**src/rtl/net_pkg.sv**
```systemverilog
`default_nettype none
// +----------------------------------------------------------------------+
// | net_pkg: framing constants, header layout, CRC-8 and FSM encoding     |
// | shared by the serial TX and RX blocks.                                |
// | Revision: 1.0                                                        |
// +----------------------------------------------------------------------+
package net_pkg;

  localparam logic [15:0] PREAMBLE_PATTERN = 16'hAAAA;
  localparam logic [7:0]  SFD_PATTERN      = 8'hAB;
  localparam logic [15:0] SYNC_WORD        = {PREAMBLE_PATTERN[7:0], SFD_PATTERN};

  localparam int PKT_W   = 136;
  localparam int HDR_W   = 8;
  localparam int DEST_HI = 7;
  localparam int DEST_LO = 6;
  localparam int SRC_HI  = 5;
  localparam int SRC_LO  = 4;
  localparam int LEN_HI  = 3;
  localparam int LEN_LO  = 0;

  localparam logic [7:0] CRC8_POLY = 8'h07;
  localparam logic [7:0] CRC8_INIT = 8'h00;

  typedef enum logic [2:0] {
    ST_HUNT   = 3'd0,
    ST_HEADER = 3'd1,
    ST_DATA   = 3'd2,
    ST_CRC    = 3'd3,
    ST_DONE   = 3'd4
  } rx_state_e;

  function automatic logic [7:0] crc8_step(input logic [7:0] crc,
                                           input logic       din,
                                           input logic [7:0] poly);
    logic fb;
    fb = crc[7] ^ din;
    return {crc[6:0], 1'b0} ^ (fb ? poly : 8'h00);
  endfunction

endpackage
`default_nettype wire

```
**src/rtl/rx_receiver.sv**
```systemverilog
`default_nettype none
// +----------------------------------------------------------------------+
// | rx_receiver: serial frame receiver with sync hunt, CRC-8 check over   |
// | the payload and destination-ID filtering.                             |
// | Revision: 1.0                                                        |
// +----------------------------------------------------------------------+
module rx_receiver
  import net_pkg::*;
#(
  parameter logic [1:0] MY_ID    = 2'b01,
  parameter logic [1:0] BCAST_ID = 2'b11,
  parameter logic [7:0] CRC_POLY = CRC8_POLY,
  parameter logic [7:0] CRC_INIT = CRC8_INIT
) (
  input  logic               clk,
  input  logic               rst,
  input  logic               rx_line,
  output logic [PKT_W-1:0]   rx_packet,
  output logic               rx_valid,
  output logic               crc_err,
  output logic               addr_drop,
  output logic               rx_busy
);

  rx_state_e        state_q, state_d;
  logic [15:0]      win_q, win_d;
  logic [7:0]       bit_cnt_q, bit_cnt_d;
  logic [7:0]       crc_q, crc_d;
  logic [7:0]       rx_crc_q, rx_crc_d;
  logic [PKT_W-1:0] rx_packet_q, rx_packet_d;

  logic [7:0] w_last_data_bit;
  logic [1:0] w_dest;
  logic       w_crc_ok;
  logic       w_dest_ok;

  // (len+1)*8-1 == {len,3'b111}; fits in 8 bits for len=15
  assign w_last_data_bit = {1'b0, rx_packet_q[PKT_W-HDR_W+LEN_HI:PKT_W-HDR_W+LEN_LO], 3'b111};
  assign w_dest          = rx_packet_q[PKT_W-HDR_W+DEST_HI:PKT_W-HDR_W+DEST_LO];
  assign w_crc_ok        = (crc_q == rx_crc_q);
  assign w_dest_ok       = (w_dest == MY_ID) || (w_dest == BCAST_ID);

  always_comb begin
    state_d     = state_q;
    win_d       = win_q;
    bit_cnt_d   = bit_cnt_q;
    crc_d       = crc_q;
    rx_crc_d    = rx_crc_q;
    rx_packet_d = rx_packet_q;

    case (state_q)
      ST_HUNT: begin
        win_d = {win_q[14:0], rx_line};
        if (win_d == SYNC_WORD) begin
          state_d     = ST_HEADER;
          rx_packet_d = '0;
          crc_d       = CRC_INIT;
          bit_cnt_d   = 8'd0;
        end
      end
      ST_HEADER: begin
        rx_packet_d[8'd135 - bit_cnt_q] = rx_line;
        bit_cnt_d = bit_cnt_q + 8'd1;
        if (bit_cnt_q == 8'd7) begin
          state_d   = ST_DATA;
          bit_cnt_d = 8'd0;
        end
      end
      ST_DATA: begin
        rx_packet_d[8'd127 - bit_cnt_q] = rx_line;
        crc_d     = crc8_step(crc_q, rx_line, CRC_POLY);
        bit_cnt_d = bit_cnt_q + 8'd1;
        if (bit_cnt_q == w_last_data_bit) begin
          state_d   = ST_CRC;
          bit_cnt_d = 8'd0;
        end
      end
      ST_CRC: begin
        rx_crc_d  = {rx_crc_q[6:0], rx_line};
        bit_cnt_d = bit_cnt_q + 8'd1;
        if (bit_cnt_q == 8'd7) begin
          state_d   = ST_DONE;
          bit_cnt_d = 8'd0;
        end
      end
      ST_DONE: begin
        state_d = ST_HUNT;
        win_d   = 16'h0000;
      end
      default: begin
        state_d = ST_HUNT;
        win_d   = 16'h0000;
      end
    endcase
  end

  always_ff @(posedge clk) begin
    if (rst) begin
      state_q     <= ST_HUNT;
      win_q       <= 16'h0000;
      bit_cnt_q   <= 8'd0;
      crc_q       <= CRC_INIT;
      rx_crc_q    <= 8'h00;
      rx_packet_q <= '0;
    end else begin
      state_q     <= state_d;
      win_q       <= win_d;
      bit_cnt_q   <= bit_cnt_d;
      crc_q       <= crc_d;
      rx_crc_q    <= rx_crc_d;
      rx_packet_q <= rx_packet_d;
    end
  end

  // The DONE state lasts exactly one cycle, so the verdicts are single pulses
  assign rx_valid  = (state_q == ST_DONE) &&  w_crc_ok &&  w_dest_ok;
  assign addr_drop = (state_q == ST_DONE) &&  w_crc_ok && !w_dest_ok;
  assign crc_err   = (state_q == ST_DONE) && !w_crc_ok;
  assign rx_busy   = (state_q != ST_HUNT);
  assign rx_packet = rx_packet_q;

endmodule
`default_nettype wire

```
**config.mk**
```make
export PLATFORM = sky130hd
export DESIGN_NAME = rx_receiver
export DESIGN_NICKNAME = d
export VERILOG_FILES = /design/src/rtl/net_pkg.sv /design/src/rtl/rx_receiver.sv
export SDC_FILE = /design/constraint.sdc
export NUM_CORES = 1
export LEC_CHECK = 0
export ABC_AREA = 1
export CORE_ASPECT_RATIO = 0.5
export CORE_MARGIN = 2
export CORE_UTILIZATION = 35
export DETAILED_ROUTE_END_ITERATION = 6
export GPL_TIMING_DRIVEN = 0
export PLACE_DENSITY = 0.63
export SKIP_LAST_GASP = 1
export SLEW_MARGIN = 20
export SYNTH_ARGS = -nofsm -noshare
export SYNTH_HDL_FRONTEND = slang
export SYNTH_SLANG_ARGS = --single-unit
```
**constraint.sdc**
```tcl
create_clock -name clk -period 2.5 [get_ports clk]
set_clock_uncertainty 0.15 [all_clocks]
set_input_delay 0.25 -clock clk [delete_from_list [all_inputs] [get_ports clk]]
set_output_delay 0.25 -clock clk [all_outputs]
set_load 0.03 [all_outputs]
```
==> results.json, run 1 <==
{
  "status": "finished, violations left",
  "violations": "negative setup slack",
  "via_count": 18338,
  "hold_viol_final": 0,
  "dp.final_hpwl_um": 49200,
  "synth.top_cell.area_share": 0.261,
  "p_seq_frac": 0.271,
  "async_flop_share": 0,
  "p_comb_frac": 0.591,
  "netlist_instances": 2339,
  "dr_wl_met2_um": 28200,
  "highest_layer": "met5",
  "num-fill-cells": 4267,
  "power.density_mw_per_mm2": 1230,
  "die_x_um": 283,
  "clock_sinks": 178,
  "syn_to_final_growth_pct": 21.8,
  "worst_ep_required_time_ps": 2770,
  "syn_avg_cell_area_sq_um": 5.84,
  "crit_buf_inv": 3,
  "slew_violations": 0,
  "post_synth_num_cell_types": 27,
  "antenna_found_initial": 2,
  "synth_most_common_cell": "nand3_1",
  "setup_violations": 10,
  "tightest_slew_ps": 1030,
  "fin_crit_ps": 2540,
  "via_per_inst": 6.01,
  "ys.flop_type": "dfxtp_1",
  "clkLatencyLatePin_ps": 480,
  "setup_tns_ps": -165,
  "met1_length_um": 28700,
  "die_h_um": 144,
  "grt_start_max_net_pins": 18,
  "ys_seq_area_frac": 0.261,
  "dieArea_sq_mm": 0.0407,
  "yosysTopAreaCell": "dfxtp_1",
  "synth_edf_count": 0,
  "p_sw_mw": 11.1,
  "crit_fanout": 10,
  "routed_wl_um": 72900,
  "io_buffers": 141,
  "drc_errors": 0,
  "grtUsageTotal": 0.346,
  "drt_iter0_markers": 2875,
  "ant_nets": 0,
  "crit_chain": "buf_4 -> inv_2 -> nand2_1 -> nor2_4 -> buf_2 -> a21oi_1 -> nor2_1 -> nor2_1 -> a21oi_1",
  "p_sw_frac": 0.540,
  "hold_class": "in -> reg",
  "r2r_setup_slack_ps": -40,
  "max_freq_mhz": 393,
  "netlist_area_sq_mm": 0.0137,
  "period_share": 1.02,
  "fin_ws_ps": -45.0,
  "fin_nets": 2515,
  "yosys-top-cells-area": "dfxtp_1 26%, nand3_1 14%, a21oi_1 10%",
  "cp_slowest_stage_delay_ps": 530,
  "rows": 51,
  "cp_top_family": "simple AND/OR/NAND/NOR gates",
  "globalplace.congestion": 1.04,
  "crit_path_top_delay_cell": "buf_2",
  "cts-buffers-inserted": 17,
  "wl_per_cell_um": 23.9,
  "cts_buffer_depth": 2,
  "crit_path_end_kind": "flop",
  "cp-start-kind": "flop",
  "irDropWorstVdd_v": 0.000518,
  "whs_ps": 63.3,
  "core_area_sq_mm": 0.0387,
  "rsz0062_at_grt": "yes",
  "ys_warn_count": 0,
  "worstSetupPathType": "reg -> reg",
  "root_buffer": "clkbuf_16",
  "grt_pass1_wl_um": 104000,
  "maxCapViolations": 0,
  "htree_levels": 4,
  "cts_tree": "built",
  "instances_no_fill": 3050,
  "firstDrtPassIters": 7,
  "clkTransAtPathRegs_ps": 80,
  "layout-drive-gt1-share": 0.0981,
  "cellLeakagePower_nw": 6.34,
  "p_int_mw": 9.44,
  "ios": 143,
  "cts_hold_buf": 0,
  "start_util": 0.353,
  "ys_ff_latch": 178,
  "grt_overflow": 0,
  "slew_headroom": 0.316,
  "synthTopCellsByCount": "381 x nand3_1, 309 x nand2_1, 283 x a21oi_1",
  "clkPwrFrac": 0.138,
  "syn_nets": 2348,
  "grt_pass1_vias": 15815,
  "dp.cells": 3010,
  "wl_met3_um": 11200,
  "cp_data_arrival_time_ps": 2810
}
area by class of cell:
type	instances	area [sq um]	area share
tap	530	663	0.0398
clock inverter	15	151	0.00910
antenna	1	2.50	0.000150
multi-input combinational	1712	8310	0.499
inverter	207	783	0.0471
sequential	178	3560	0.214
buffer	241	1270	0.0762
clock buffer	17	425	0.0256
timing repair buffer	149	1470	0.0885
worst reg2reg max path, delay by kind of cell, from the launching register on:
kind | cells | cell delay (ps)
simple gates | 4 | 900
compound gates | 2 | 310
flops | 1 | 320
buf+inv | 3 | 790
sequential cells by signal, indices dropped and copies added, names as in the netlist:
| name | flops |
|---|---|
| rx_crc_q | 8 |
| crc_q | 8 |
| rx_packet | 136 |
| state_q | 3 |
| win_q | 15 |
| bit_cnt_q | 8 |
per-layer routing:
metal	GRT usage	up-vias
li1	-	8221
met1	0.454	8370
met2	0.474	1401
met3	0.138	340
met4	0.199	6
met5	0.0310	-
kinds of logic (layout without fill, tap and decap cells):
family          Yosys count  in the layout  share of synthesized area
simple gates           1242           1242                      0.420
compound gates          453            453                      0.169
buf+inv                 449            629                      0.137
flops                   178            178                      0.261
xor+xnor                 11             11                    0.00705
fa+ha+maj                 6              6                    0.00550
other cells               0              1                          0
what timing repair did:
item                                    in CTS  in global routing
endpoints found under the setup margin     138                141
pin swaps                                    3                  7
gates resized for setup                     51                 99
buffers inserted                             1                  7
power by group through the flow:
| stage | combinational (mW) | sequential (mW) | clock [mW] |
|---|---|---|---|
| detailed placement | 11.7 | 5.56 | 0 |
| CTS | 11.7 | 5.51 | 2.83 |
| global route | 13.0 | 5.67 | 2.97 |
| floorplan | 5.24 | 7.18 | 0 |
| global placement | 11.6 | 5.57 | 0 |
| finish | 12.1 | 5.57 | 2.83 |
metrics by stage:
stage	setup WS (ps)	total power [mW]	instance area (sq um)	util
final	-45.0	20.5	16600	0.430
after global routing	-63.1	21.6	16600	0.430
after CTS	5.19	20.1	16400	0.424
after global placement	-416	17.2	15700	0.407
after detailed placement	-382	17.2	15700	0.407
after floorplan	377	12.4	13700	-
placed cells by master (no fill, tap or decap), drive strengths merged:
cell           synthesis  final
clkbuf               117    147
dlymetal6s2s           0      1
clkinv                 1      5
nand3                381    381
xor2                   6      6
clkdlybuf4s15          0      2
xnor2                  5      5
buf                  125    119
bufinv                 0      1
nor2                 294    294
o21ai                155    155
nand4                146    146
a21oi                283    283
dfxtp                178    178
clkinvlp               0      4
nand2                313    313
or2                    4      4
a22oi                 15     15
clkdlybuf4s50          0    137
nor3                 104    104
diode                  0      1
ha                     6      6
dlygate4sd2            0      1
inv                  206    212
final timing paths:
path                                  start                    endpoint  cells past startpoint
setup / recovery  bit_cnt_q[3]$_SDFFE_PP0P_  rx_packet[10]$_SDFFE_PP0P_                      9
hold / removal                          rst       crc_q[0]$_SDFFE_PP0P_                      2
setup reg to reg  bit_cnt_q[3]$_SDFFE_PP0P_  rx_packet[10]$_SDFFE_PP0P_                      9
hold reg to reg       crc_q[0]$_SDFFE_PP0P_       crc_q[0]$_SDFFE_PP0P_                      2
Note: power is estimated with default switching activity, not from simulation.
==> inputs of run 2 (changes only) <==
PLACE_DENSITY = 0.65   (was 0.63)
REMOVE_ABC_BUFFERS = 1   (was unset)
clock period = 2.2 ns   (was 2.5 ns; I/O delays follow)
==> run 2 against run 1 <==
The flow finishes with violations (design-rule violations, negative setup slack). Power is 16% higher. Fmax is 9.2% higher. Critical path depth is 2 higher. Clock power is 12% higher. Core utilization is 3.3 points higher. Sequential cell count stayed put. Critical path type unchanged.
==> results.json, run 2 (synthesis gave the netlist of run 1 again) <==
{
  "clkTransAtPathRegs_ps": 70,
  "status": "finished, violations left",
  "fin_crit_ps": 2330,
  "root_buffer": "clkbuf_16",
  "dieArea_sq_mm": 0.0407,
  "antenna_found_initial": 0,
  "via_per_inst": 6.01,
  "ant_nets": 0,
  "globalplace.congestion": 0.848,
  "cts-buffers-inserted": 17,
  "syn_to_final_growth_pct": 31.1,
  "hold_class": "in -> reg",
  "htree_levels": 4,
  "worst_ep_required_time_ps": 2450,
  "grt_pass1_wl_um": 88600,
  "final_cell_mix": "372 x nand3_1, 285 x nand2_1, 283 x a21oi_1",
  "cp_slowest_stage_delay_ps": 390,
  "violations": "design-rule violations, negative setup slack",
  "crit_chain": "inv_6 -> ha_4 -> inv_2 -> nand2_1 -> nand2_1 -> nor2_4 -> buf_4 -> nand4_1 -> nand2_1 -> nand3_1 -> a21oi_1",
  "layout-drive-gt1-share": 0.131,
  "grt_start_max_net_pins": 130,
  "die_x_um": 283,
  "rr_worst_depth": 11,
  "dp.final_hpwl_um": 29800,
  "drt_iter0_markers": 2633,
  "cts_tree": "built",
  "io_buffers": 142,
  "ios": 143,
  "cp-start-kind": "flop",
  "fin_util": 0.463,
  "whs_ps": 186,
  "clkLatencyLatePin_ps": 470,
  "r2r_end": "rx_packet[71]$_SDFFE_PP0P_",
  "slew_headroom": 0.283,
  "tightest_slew_ps": 1080,
  "place_ws_ps": -1060,
  "cts_buffer_depth": 2,
  "routed_wl_um": 61700,
  "grtUsageTotal": 0.275,
  "max_freq_mhz": 429,
  "fin_total_pwr_mw": 23.7,
  "crit_path_top_delay_cell": "dfxtp_4",
  "irDropWorstVdd_v": 0.000800,
  "slew_violations": 0,
  "rsz0062_at_grt": "yes",
  "antenna_cells": 0,
  "fin_nets": 2423,
  "period_share": 1.06,
  "power.density_mw_per_mm2": 1330,
  "clock_sinks": 178,
  "crit_buf_inv": 3,
  "hold_depth": 3,
  "cp_top_family": "simple AND/OR/NAND/NOR gates",
  "cpMostUsedCell": "nand2_1",
  "worstSetupPathType": "reg -> reg",
  "grt_overflow": 0,
  "wl_per_cell_um": 20.9,
  "core_area_sq_mm": 0.0387,
  "crit_path_end_kind": "flop",
  "layout.cells.most_common": "nand3_1",
  "fin_ws_ps": -132,
  "die_h_um": 144,
  "rows": 51,
  "instances_no_fill": 2957,
  "whs_endpoint": "win_q[0]$_SDFFE_PP0N_",
  "drc_errors": 4,
  "timing.rr.start": "bit_cnt_q[3]$_SDFFE_PP0P_",
  "hold_viol_final": 0,
  "start_util": 0.353,
  "via_count": 17779,
  "cp_data_arrival_time_ps": 2590,
  "dp.cells": 2800,
  "crit_fanout": 10,
  "firstDrtPassIters": 7,
  "grt_pass1_vias": 15238,
  "largest_reg_flops": 136,
  "setup_violations": 22,
  "hold_start": "rx_line",
  "r2r_setup_slack_ps": -130,
  "cellLeakagePower_nw": 6.43,
  "maxCapViolations": 0
}
-- run 2: cell count changes in the layout (fill, tap and decap cells not counted), moves of 17 or more --
| cell | change |
|---|---|
| clkinvlp_4 | +17 |
| buf_4 | +48 |
| buf_2 | -69 |
| clkbuf_2 | -33 |
| buf_16 | +22 |
| buf_12 | +20 |
| nand2_1 | -22 |
| clkbuf_1 | -71 |
| dfxtp_1 | -17 |
| clkbuf_4 | -23 |
-- run 2: final cells by class --
class                           instances  area [sq um]
Multi-Input combinational cell       1720          8740
Timing Repair Buffer                  280          3340
Clock buffer                           18           429
Inverter                              207           912
Tap cell                              530           663
Clock inverter                         14           146
Timing Repair inverter                 10          80.1
Fill cell                            3783         20800
Sequential cell                       178          3590
-- run 2: metrics by stage --
stage          instance area [sq um]  TNS (ps)
2_1_floorplan                  12600   -371320
3_3_place_gp                   14600  -1141580
4_1_cts                        17300      -582
6_report                       17900      -762
3_5_place_dp                   15500   -139130
5_1_grt                        17900     -4820
-- run 2: worst max path at each step --
stage	startpoint	to	slack, ps	depth (start not counted)
5_1_grt	bit_cnt_q[3]$_SDFFE_PP0P_	rx_packet[86]$_SDFFE_PP0P_	-170	11
2_1_floorplan	state_q[2]$_SDFFE_PP0P_	rx_packet[112]$_SDFFE_PP0P_	-2380	8
3_5_place_dp	bit_cnt_q[4]$_SDFFE_PP0P_	rx_packet[113]$_SDFFE_PP0P_	-1060	11
3_3_place_gp	rx_line	rx_packet[116]$_SDFFE_PP0P_	-7300	8
4_1_cts	bit_cnt_q[6]$_SDFFE_PP0P_	rx_packet[62]$_SDFFE_PP0P_	-50	7
6_report	bit_cnt_q[3]$_SDFFE_PP0P_	rx_packet[71]$_SDFFE_PP0P_	-130	11
-- run 2: routing by layer --
layer	up-vias	share of wire	track usage
met1	8185	0.39	0.356
met2	1212	0.43	0.428
met3	320	0.12	0.0649
li1	8062	-	-
met4	0	0.061	0.146
met5	-	0	0
-- run 2: worst min-delay path: stages --
cell and delay, ps:
buf_6 220, a22oi_1 230, nor2_1 50
-- run 2: where the power goes --
| part | switching, mW | internal [mW] |
|---|---|---|
| registers | 1.57 | 4.58 |
| logic | 9.38 | 5.04 |
| clock network | 1.58 | 1.60 |
| total | 12.5 | 11.2 |
-- run 2: timing repair --
item / CTS / global route
hold buffers: 0 / 0
pin swaps: 24 / 21
buffers inserted: 65 / 33
resized for setup: 86 / 76
setup endpoints to repair: 165 / 154
cloned: 21 / 6
